### src/rtl/cellar_pkg.sv
// Shared types and constants for the wine-cellar thermostat.
package cellar_pkg;

  typedef enum logic [2:0] {
    IDLE  = 3'd0,
    HOLD  = 3'd1,
    HEAT  = 3'd2,
    COOL  = 3'd3,
    ALARM = 3'd4
  } state_t;

  localparam logic [1:0] LED_OFF   = 2'b00;
  localparam logic [1:0] LED_HEAT  = 2'b01;
  localparam logic [1:0] LED_COOL  = 2'b10;
  localparam logic [1:0] LED_ALARM = 2'b11;

  localparam logic [4:0] DTF_MAX = 5'd31;

  function automatic logic [1:0] led_code(state_t s);
    case (s)
      HEAT:    return LED_HEAT;
      COOL:    return LED_COOL;
      ALARM:   return LED_ALARM;
      default: return LED_OFF;
    endcase
  endfunction

endpackage

### src/rtl/cellar_temp_model.sv
// Cellar temperature model: steps RTR while heating/cooling, otherwise drifts toward ambient.
module cellar_temp_model
  import cellar_pkg::*;
#(
  parameter int RTR_INIT     = 20,
  parameter int AMBIENT      = 20,
  parameter int STEP_CYCLES  = 10,
  parameter int DRIFT_CYCLES = 50
) (
  input  logic       clk,
  input  logic       rst,
  input  state_t     mode,
  output logic [5:0] rtr
);

  localparam int TMAX = (DRIFT_CYCLES > STEP_CYCLES) ? DRIFT_CYCLES : STEP_CYCLES;
  localparam int TW   = $clog2(TMAX + 1);
  localparam logic [5:0] AMB = 6'(AMBIENT);

  state_t          mode_q;
  logic            active;
  logic [TW-1:0]   limit;
  logic [TW-1:0]   cnt;
  logic [TW-1:0]   cnt_eff;

  assign active = (mode == HEAT) || (mode == COOL);
  assign limit  = active ? TW'(STEP_CYCLES - 1) : TW'(DRIFT_CYCLES - 1);
  // A mode change restarts the period in the same cycle, so no extra cycle is lost.
  assign cnt_eff = (mode != mode_q) ? '0 : cnt;

  always_ff @(posedge clk) begin
    if (!rst) begin
      mode_q <= IDLE;
      cnt    <= '0;
      rtr    <= 6'(RTR_INIT);
    end else begin
      mode_q <= mode;
      if (cnt_eff == limit) begin
        cnt <= '0;
        case (mode)
          HEAT:    if (rtr != 6'd63) rtr <= rtr + 6'd1;
          COOL:    if (rtr != 6'd0)  rtr <= rtr - 6'd1;
          default: begin
            if (rtr < AMB)      rtr <= rtr + 6'd1;
            else if (rtr > AMB) rtr <= rtr - 6'd1;
          end
        endcase
      end else begin
        cnt <= cnt_eff + 1'b1;
      end
    end
  end

endmodule

### src/rtl/top_module_cellar.sv
// Wine-cellar thermostat top: target register, regulation FSM, alarm and LED decode.
// state | meaning
// IDLE  | not regulating; temperature drifts to ambient
// HOLD  | at target, within hysteresis band
// HEAT  | raising temperature toward target
// COOL  | lowering temperature toward target
// ALARM | door opened while regulating; waits for restart with door closed
module top_module_cellar
  import cellar_pkg::*;
#(
  parameter int RTR_INIT     = 20,
  parameter int AMBIENT      = 20,
  parameter int STEP_CYCLES  = 10,
  parameter int DRIFT_CYCLES = 50,
  parameter int HYST         = 1
) (
  input  logic       clk,
  input  logic       rst,
  input  logic [4:0] DT,
  input  logic       CONF,
  input  logic       INCR,
  input  logic       DECR,
  input  logic       SS,
  input  logic       ST,
  input  logic       nWS,
  input  logic       restart,
  output logic [4:0] DTF,
  output logic [5:0] RTR,
  output logic       WS,
  output logic [1:0] LED
);

  state_t     state, state_nxt;
  logic       incr_q, decr_q;
  logic       inc_edge, dec_edge;
  logic       run;
  logic [6:0] rtr7, dtf7, hyst7;

  assign inc_edge = INCR & ~incr_q;
  assign dec_edge = DECR & ~decr_q;
  assign run      = SS & ST & nWS;
  // 7-bit compares keep RTR+HYST from wrapping near the top of the range.
  assign rtr7     = {1'b0, RTR};
  assign dtf7     = {2'b00, DTF};
  assign hyst7    = 7'(HYST);

  always_ff @(posedge clk) begin
    if (!rst) begin
      DTF    <= '0;
      incr_q <= 1'b0;
      decr_q <= 1'b0;
    end else begin
      incr_q <= INCR;
      decr_q <= DECR;
      if (CONF)
        DTF <= DT;
      else if (inc_edge && !dec_edge && DTF != DTF_MAX)
        DTF <= DTF + 5'd1;
      else if (dec_edge && !inc_edge && DTF != 5'd0)
        DTF <= DTF - 5'd1;
    end
  end

  always_comb begin
    state_nxt = state;
    if (state == ALARM) begin
      if (restart && nWS) state_nxt = IDLE;
    end else if (state != IDLE && !nWS) begin
      state_nxt = ALARM;
    end else if (restart || !SS) begin
      state_nxt = IDLE;
    end else begin
      case (state)
        IDLE: if (run) begin
          if (rtr7 < dtf7)      state_nxt = HEAT;
          else if (rtr7 > dtf7) state_nxt = COOL;
          else                  state_nxt = HOLD;
        end
        HEAT: begin
          if (!ST)               state_nxt = IDLE;
          else if (rtr7 >= dtf7) state_nxt = HOLD;
        end
        COOL: begin
          if (!ST)               state_nxt = IDLE;
          else if (rtr7 <= dtf7) state_nxt = HOLD;
        end
        HOLD: begin
          if (!ST)                       state_nxt = IDLE;
          else if (rtr7 + hyst7 < dtf7)  state_nxt = HEAT;
          else if (rtr7 > dtf7 + hyst7)  state_nxt = COOL;
        end
        default: state_nxt = IDLE;
      endcase
    end
  end

  always_ff @(posedge clk) begin
    if (!rst) begin
      state <= IDLE;
      WS    <= 1'b0;
      LED   <= LED_OFF;
    end else begin
      state <= state_nxt;
      WS    <= (state_nxt == ALARM);
      LED   <= led_code(state_nxt);
    end
  end

  cellar_temp_model #(
    .RTR_INIT     (RTR_INIT),
    .AMBIENT      (AMBIENT),
    .STEP_CYCLES  (STEP_CYCLES),
    .DRIFT_CYCLES (DRIFT_CYCLES)
  ) u_temp (
    .clk  (clk),
    .rst  (rst),
    .mode (state),
    .rtr  (RTR)
  );

endmodule

### config.mk
export PLATFORM = sky130hd
export DESIGN_NAME = top_module_cellar
export DESIGN_NICKNAME = d
export VERILOG_FILES = /design/src/rtl/cellar_pkg.sv /design/src/rtl/cellar_temp_model.sv /design/src/rtl/top_module_cellar.sv
export SDC_FILE = /design/constraint.sdc
export NUM_CORES = 1
export LEC_CHECK = 0
export ABC_AREA = 1
export CAP_MARGIN = 10
export CORE_ASPECT_RATIO = 1.25
export CORE_MARGIN = 1.5
export CORE_UTILIZATION = 61
export CTS_CLUSTER_DIAMETER = 30
export CTS_CLUSTER_SIZE = 24
export DETAILED_ROUTE_END_ITERATION = 12
export PLACE_DENSITY = 0.86
export REMOVE_ABC_BUFFERS = 1
export SYNTH_ARGS = -nofsm -noshare
export SYNTH_HDL_FRONTEND = slang
export SYNTH_SLANG_ARGS = --single-unit
### constraint.sdc
create_clock -name clk -period 3.8 [get_ports clk]
set_input_delay 0.38 -clock clk [delete_from_list [all_inputs] [get_ports clk]]
set_output_delay 0.38 -clock clk [all_outputs]
set_load 0.01 [all_outputs]
# Word-level counts from Yosys, hierarchy flattened
# Cells that the tools add are included.
word_totals:
  ff_bits: 28
  input_bits: 14
  output_inout_bits: 14
  wordCells: 90
op_classes:
  n_addsub: 7
  n_lt_le_gt_ge: 8
  n_eq_ne: 13
  n_mux: 26
  n_bitwise: 7
  reduce_logical: 20
op_table:
  columns: ["cell", "n"]
  rows:
  - ["$mux W3", 12]
  - ["$mux W6", 6]
  - ["$mux W5", 3]
  - ["$add A6 B1 Y6 const B", 2]
  - ["$eq A3 B2 Y1 const B", 4]
  - ["$pmux W3 S4", 1]
  - ["$pmux W6 S2", 1]
  - ["$add A6 B1 Y7 const B", 1]
  - ["$lt A7 B5 Y1", 1]
  - ["$add A5 B1 Y6 const B", 1]
  - ["$eq A3 B3 Y1 const B", 2]
  - ["$eq A6 B6 Y1", 1]
  - ["$ge A6 B5 Y1", 1]
  - ["$gt A6 B5 Y1", 1]
  - ["$gt A6 B5 Y1 const B", 1]
  - ["$gt A6 B6 Y1", 1]
  - ["$le A6 B5 Y1", 1]
  - ["$logic_and A1 B1 Y1", 6]
  - ["$lt A6 B5 Y1", 1]
  - ["$lt A6 B5 Y1 const B", 1]
  - ["$ne A6 B6 Y1 const B", 1]
  - ["$pmux W2 S3", 1]
  - ["$reduce_bool A3 Y1", 2]
  - ["$reduce_bool A6 Y1", 1]
  - ["other kinds (17)", 28]

# Longest topological paths before layout
logic_depth:
  ltp_word: 11
  depth_mapped: 16
  depth_no_buf: 16

# Hierarchy
# From an unflattened synthesis, not the netlist that was laid out.
hier_totals:
  hier_cells: 377
  area_unflattened_um2: 2448.6
modules_own_cells:
  columns: ["module", "n_inst", "cells_each", "area_per_inst_um2", "seq_area_each_um2"]
  rows:
  - ["top_module_cellar", 1, 206, 1366.3, 260.2]
  - ["cellar_temp_model", 1, 171, 1082.3, 300.3]

# Least setup slack after synthesis
# Ideal clock, no wire load.
synth_path:
  kind: "register to register"
  startpoint: "register DTF[0]"
  endpoint: "register DTF[4]"
  setup_time_ps: 116
  t_arrival_ps: 2094
  required_time_ps: 3684
  slack_ps: 1590
  stages_incl_launch_ff: 15
  path_buffers: 0
  synth_period_minus_slack_ps: 2210
  path_cell_list: "dfxtp_1 -> ha_1 -> nand2_1 -> nor2_1 -> ha_1 -> nand3b_1 -> ha_1 -> inv_1 -> o21bai_1 -> a31oi_1 -> inv_1 -> nand2_1 -> nand3_1 -> nand2_1 -> a21oi_1"
synth_between:
  elab_chain_len: 4
  elab_cells_between_ends: 10
  cone_classes: "2 x add/sub; 1 x eq/ne; 3 x mux; 4 x reduce/logical"
synth_lines:
  columns: ["element", "line_no", "source"]
  rows:
  - ["start: declaration", "top_module_cellar.sv:27", "output logic [4:0] DTF,"]
  - ["start signal: assignment", "top_module_cellar.sv:58", "DTF <= DTF + 5'd1;"]
  - ["start signal: assignment", "top_module_cellar.sv:60", "DTF <= DTF - 5'd1;"]
  - ["$sub A5 B1 Y5 / $ne A5 B5 Y1 (equally long branches)", "top_module_cellar.sv:60, top_module_cellar.sv:57", null]
  - ["$mux W5 / $logic_and A1 B1 Y1 (equally long branches)", "top_module_cellar.sv:59, top_module_cellar.sv:57", null]
  - ["$mux W5", "top_module_cellar.sv:57", "else if (inc_edge && !dec_edge && DTF != DTF_MAX)"]
  - ["$mux W5", "top_module_cellar.sv:55", "if (CONF)"]
# Parallel ways exist; a longest one is shown, timed or not. The select of a mux whose other input is x is not followed.
# A chain may end at the register's enable or synchronous reset.

# Worst setup path in the final report
layout_path:
  startpoint: "register u_temp.rtr[0]"
  endpoint: "register LED[1]"
layout_between:
  elab_chain_len: 10
  elab_cells_between_ends: 25
  cone_classes: "1 x add/sub; 6 x order compare; 3 x eq/ne; 15 x mux"
layout_lines:
  columns: ["element", "line_no", "source"]
  rows:
  - ["start: declaration", "cellar_temp_model.sv:13", "output logic [5:0] rtr"]
  - ["start signal: assignment", "cellar_temp_model.sv:35", "rtr <= 6'(RTR_INIT);"]
  - ["start signal: assignment", "cellar_temp_model.sv:41", "HEAT: if (rtr != 6'd63) rtr <= rtr + 6'd1;"]
  - ["start signal: assignment", "cellar_temp_model.sv:42", "COOL: if (rtr != 6'd0) rtr <= rtr - 6'd1;"]
  - ["$add A6 B1 Y7 (tied with other cells)", "top_module_cellar.sv:89", "else if (rtr7 + hyst7 < dtf7) state_nxt = HEAT;"]
  - ["$lt A7 B5 Y1 (tied with other cells)", "top_module_cellar.sv:89", null]
  - ["$mux W3 / $mux W2 (equally long branches)", "top_module_cellar.sv:89, top_module_cellar.sv:75", null]
  - ["$mux W3 (on tied branches)", "top_module_cellar.sv:88, top_module_cellar.sv:74", null]
  - ["$pmux W3 S4 *", "top_module_cellar.sv:73", "case (state)"]
  - ["$mux W3 *", "top_module_cellar.sv:70", "end else if (restart || !SS) begin"]
  - ["$mux W3 *", "top_module_cellar.sv:68", "end else if (state != IDLE && !nWS) begin"]
  - ["$mux W3 *", "top_module_cellar.sv:66", "if (state == ALARM) begin"]
  - ["$eq A3 B3 Y1 / $eq A3 B2 Y1 (equally long branches)", "cellar_pkg.sv:20", "case (s)"]
  - ["$pmux W2 S3 *", "cellar_pkg.sv:20", null]
  - ["end signal: assignment", "top_module_cellar.sv:105", "LED <= led_code(state_nxt);"]
  - ["end: declaration", "top_module_cellar.sv:30", "output logic [1:0] LED"]
# Mark *: on every way between the ends. The rest lies on a longest branch, timed or not.

==> results list <==
- Width of the die: slightly below 60 µm
* Fmax: about 410 MHz
* Synth top area cells: sky130_fd_sc_hd__dfxtp_1 (24%), sky130_fd_sc_hd__nand2_1 (15%), sky130_fd_sc_hd__ha_1 (15%)
- Kind of critical path: reg2reg
- Clock-pin transition on the worst setup and hold timing paths: roughly 0.1 ns
* Gates resized, CTS repair: 0
- STA puts the critical path data arrival time at 2.66 ns.
- Finished Core Util: 75.5%
- The synthesized netlist contains 34 unique library cells.
- Once layout is complete, the cells apart from fillers number 416.
- Via count of the first global-routing pass: approximately 2,000
- Combinational family with the most area after synthesis: simple AND/OR/NAND/NOR gates
- In this run the power density over the cells is approximately 290 nW/µm².
- Half-perimeter wire length of the detailed placement result: 3.72 mm
* Fraction of the mapped netlist area in compound gates: 8.51%
- Setup repair after global routing left no endpoint under its margin.
- CTS built an H-tree with a depth of 1.
- The final layout contains routed wiring with a total length of between 4 and 5 mm.
- Dominant cell type by area after synthesis: sky130_fd_sc_hd__dfxtp_1
- Number of nets still failing antenna checks after routing: 0
* Worst setup skew after layout: 0.00341 ns
- The routed design could run at a clock period as short as approximately 2.4 ns.
- Headroom to the max-slew limit: around two thirds
- Leaving out fill and tap cells, the most frequent cells in the layout are sky130_fd_sc_hd__nand2_1 (91), sky130_fd_sc_hd__inv_1 (51), sky130_fd_sc_hd__nor2_1 (47).
- Most common library cell in the layout ignoring fill and taps: sky130_fd_sc_hd__nand2_1
- Fin Setup TNS: 0 ns
* Combined area of all synthesized cells: between 2000 and 2500 µm²
* Boundary Pins: 28
- Area fraction in and, or, nand and nor cells after synthesis: 36.0%
* Number of nets in the layout: 420
- The finished cells cover roughly 2700 µm².
* Count of hold-fix buffers inserted at cts: 0
- Summing over every cut layer, the via total after detailed routing is about 2,200.
- The initial antenna violation count came to 0.
- Worst skew pair latency: 0.28 ns
* Wirelength per Cell: 11.6 µm
- After synthesis the netlist holds a flip-flop and latch count of 28.
* Hold wc startpoint: state[2]$_SDFF_PN0_
* Required time of the critical path: ~4.0 ns
- Counting along the longest clock path gives a buffer depth of 2.
- Area growth from synthesis to layout: 16.0%
- The post-route netlist has 6.63% of its cells at a drive strength greater than 1.
- Final-report max-slew violation count: 0
* Floorplan row count: 24
- For this configuration, the core starts out at a cell density of about 65%.
* Clock buffer count from CTS: 3
* Adder-Cell Fraction of Synth Area: about 16%
* Startpoint kind of the worst setup timing path: flop
- Entering global routing, the biggest net connects 20 pins.
- HP Class: reg2reg
- In this run the tool buffered the top-level ports with 27 buffer cells.
- Cell Area, Placed: approximately 2600 µm²
- # placed instances: 412
- Across the run, the number of max-cap violations was 0.
- After the first detailed-routing iteration, the DRC count stood at about 100.
- The most critical setup path has its startpoint at u_temp.rtr[0]$_SDFFE_PN0P_.
* Synth top area share: about 24%
- STA classifies the critical path endpoint as a flop.
- Counting flops with a built-in enable in the synthesized netlist gives 0.
* Fin crit share: between 60% and 70%
* P_leak: around 1.3 nW
* IR drop worst, VDD: between 150 and 200 µV
- Number of setup buffers added after CTS: 0
- The congestion estimate from routability-driven global placement came to 0.853.
* Setup violations, final: 0
- Synth async-reset ratio: 0%
* Core Box Area: between 3000 and 4000 µm²
- In the synthesized netlist, mux cells make up less than 1% of the area.
- The completed layout was analyzed and its total power is approximately 0.00076 W.
* Critical path peak fanout: 7
- Fraction of the yosys area taken by sequential cells: around a quarter
* Clock sink total: 28
- Remaining routing DRC violations: 0
* GR Util All Layers: about a quarter
- TritonCTS built the clock tree.
- During synthesis, Yosys emitted a total of 0 warnings.
* XOR/XNOR share of the synthesized area: roughly 4.9%
* Syn avg cell area: 6.59 µm²
- Final hold violation count: 0
* Overflow after GRT: 0
* Height of the die: 71.8 µm
- At the pin with the least slew margin, the transition time is 0.474 ns.
- For this run, the leading register cell type out of synthesis is sky130_fd_sc_hd__dfxtp_1.
* Total Die Area: roughly 4200 µm²
- Avg Vias per Cell: around 5.3
- The number of antenna diodes in the final layout is 0.
- Pre-antenna DRT Iters: 4
- The cell sitting at the root of the clock tree is a sky130_fd_sc_hd__clkbuf_8.
- Startpoint of the worst register-to-register path: u_temp.rtr[0]$_SDFFE_PN0P_
- Counting every instance in the synthesized netlist gives 350.
- The first global-routing pass estimated ~8 mm of wire.
* Outcome: finished clean
## kinds of logic (layout without fill, tap and decap cells)
family,count (synthesis),count (layout)
flip-flops,28,28
adder cells (fa/ha/maj),28,28
AND/OR/NAND/NOR,187,187
XOR/XNOR,12,12
buffers and inverters,61,88
AO/OA/AOI/OAI,33,33
multiplexers,1,1
## per-layer routing
| layer | global-route usage [%] | vias to the layer above | wire length, µm |
|---|---|---|---|
| met5 | 0 | - | 0 |
| met4 | 6.72 | 0 | 47 |
| met3 | 2.17 | 4 | 147 |
| met2 | 46.5 | 40 | 2570 |
| met1 | 26.4 | 1003 | 2050 |
| li1 | - | 1163 | - |
## metrics by stage
step | setup WS (ns) | hold WS, ns
6_report | 1.38 | 0.475
5_1_grt | 1.11 | 0.514
4_1_cts | 1.39 | 0.479
3_5_place_dp | 1.36 | 0.464
3_3_place_gp | 1.45 | 0.454
2_1_floorplan | 1.59 | 0.445
## final cells by class
cell class	instances	area (µm²)
well taps	39	48.8
clock buffers	3	41.3
repair buffers	28	278
inverters	56	210
clock inverters	1	30.0
multi-input cells	261	1510
flip-flops and latches	28	561
fillers	287	867
## critical path, stage by stage (launching register included)
cell,delay (ns)
sky130_fd_sc_hd__dfxtp_1,0.51
sky130_fd_sc_hd__ha_1,0.23
sky130_fd_sc_hd__nand2_1,0.06
sky130_fd_sc_hd__inv_1,0.09
sky130_fd_sc_hd__nand2_1,0.10
sky130_fd_sc_hd__xnor2_1,0.27
sky130_fd_sc_hd__ha_1,0.30
sky130_fd_sc_hd__a21o_1,0.17
sky130_fd_sc_hd__nor2_1,0.09
sky130_fd_sc_hd__nand3_1,0.12
sky130_fd_sc_hd__nand3_1,0.09
sky130_fd_sc_hd__nand2_1,0.06
sky130_fd_sc_hd__nor2_1,0.13
sky130_fd_sc_hd__nand3_1,0.10
sky130_fd_sc_hd__nand2_1,0.06
## registers in the layout, indices dropped and copies added (netlist names)
| signal | cells |
|---|---|
| u_temp.cnt | 6 |
| u_temp.rtr | 6 |
| DTF | 5 |
| state | 3 |
| u_temp.mode_q | 3 |
| LED | 2 |
| WS | 1 |
| decr_q | 1 |
| incr_q | 1 |
## cells in the mapped netlist, types with 2 or more instances
master and instances:
sky130_fd_sc_hd__nand3b_1 3, sky130_fd_sc_hd__a31oi_1 3, sky130_fd_sc_hd__dfxtp_1 28, sky130_fd_sc_hd__inv_1 51
sky130_fd_sc_hd__nand2_1 91, sky130_fd_sc_hd__nor2_4 4, sky130_fd_sc_hd__nand2_2 5, sky130_fd_sc_hd__o21bai_1 3
sky130_fd_sc_hd__a21oi_1 13, sky130_fd_sc_hd__buf_2 2, sky130_fd_sc_hd__xor2_1 7, sky130_fd_sc_hd__o21ai_0 8
sky130_fd_sc_hd__o21ai_2 2, sky130_fd_sc_hd__inv_2 5, sky130_fd_sc_hd__xnor2_1 4, sky130_fd_sc_hd__nand3_1 21
sky130_fd_sc_hd__ha_1 27, sky130_fd_sc_hd__nor2_1 47, sky130_fd_sc_hd__nand4_1 11
## where the power goes
part | switching, W | total [W] | internal, W
sequential | 0.0000163 | 0.000323 | 0.000306
combinational | 0.000111 | 0.000200 | 0.0000894
clock | 0.0000996 | 0.000241 | 0.000141
total | 0.000227 | 0.000763 | 0.000537
## path summary, 6_finish.rpt
kind	endpoint	slack (ns)	depth (start not counted)
max	LED[1]$_SDFF_PN0_	1.38	14
min	u_temp.mode_q[2]$_SDFF_PN0_	0.48	2
max reg2reg	LED[1]$_SDFF_PN0_	1.38	14
min reg2reg	u_temp.mode_q[2]$_SDFF_PN0_	0.48	2
Power figures use the tool's default switching activity.
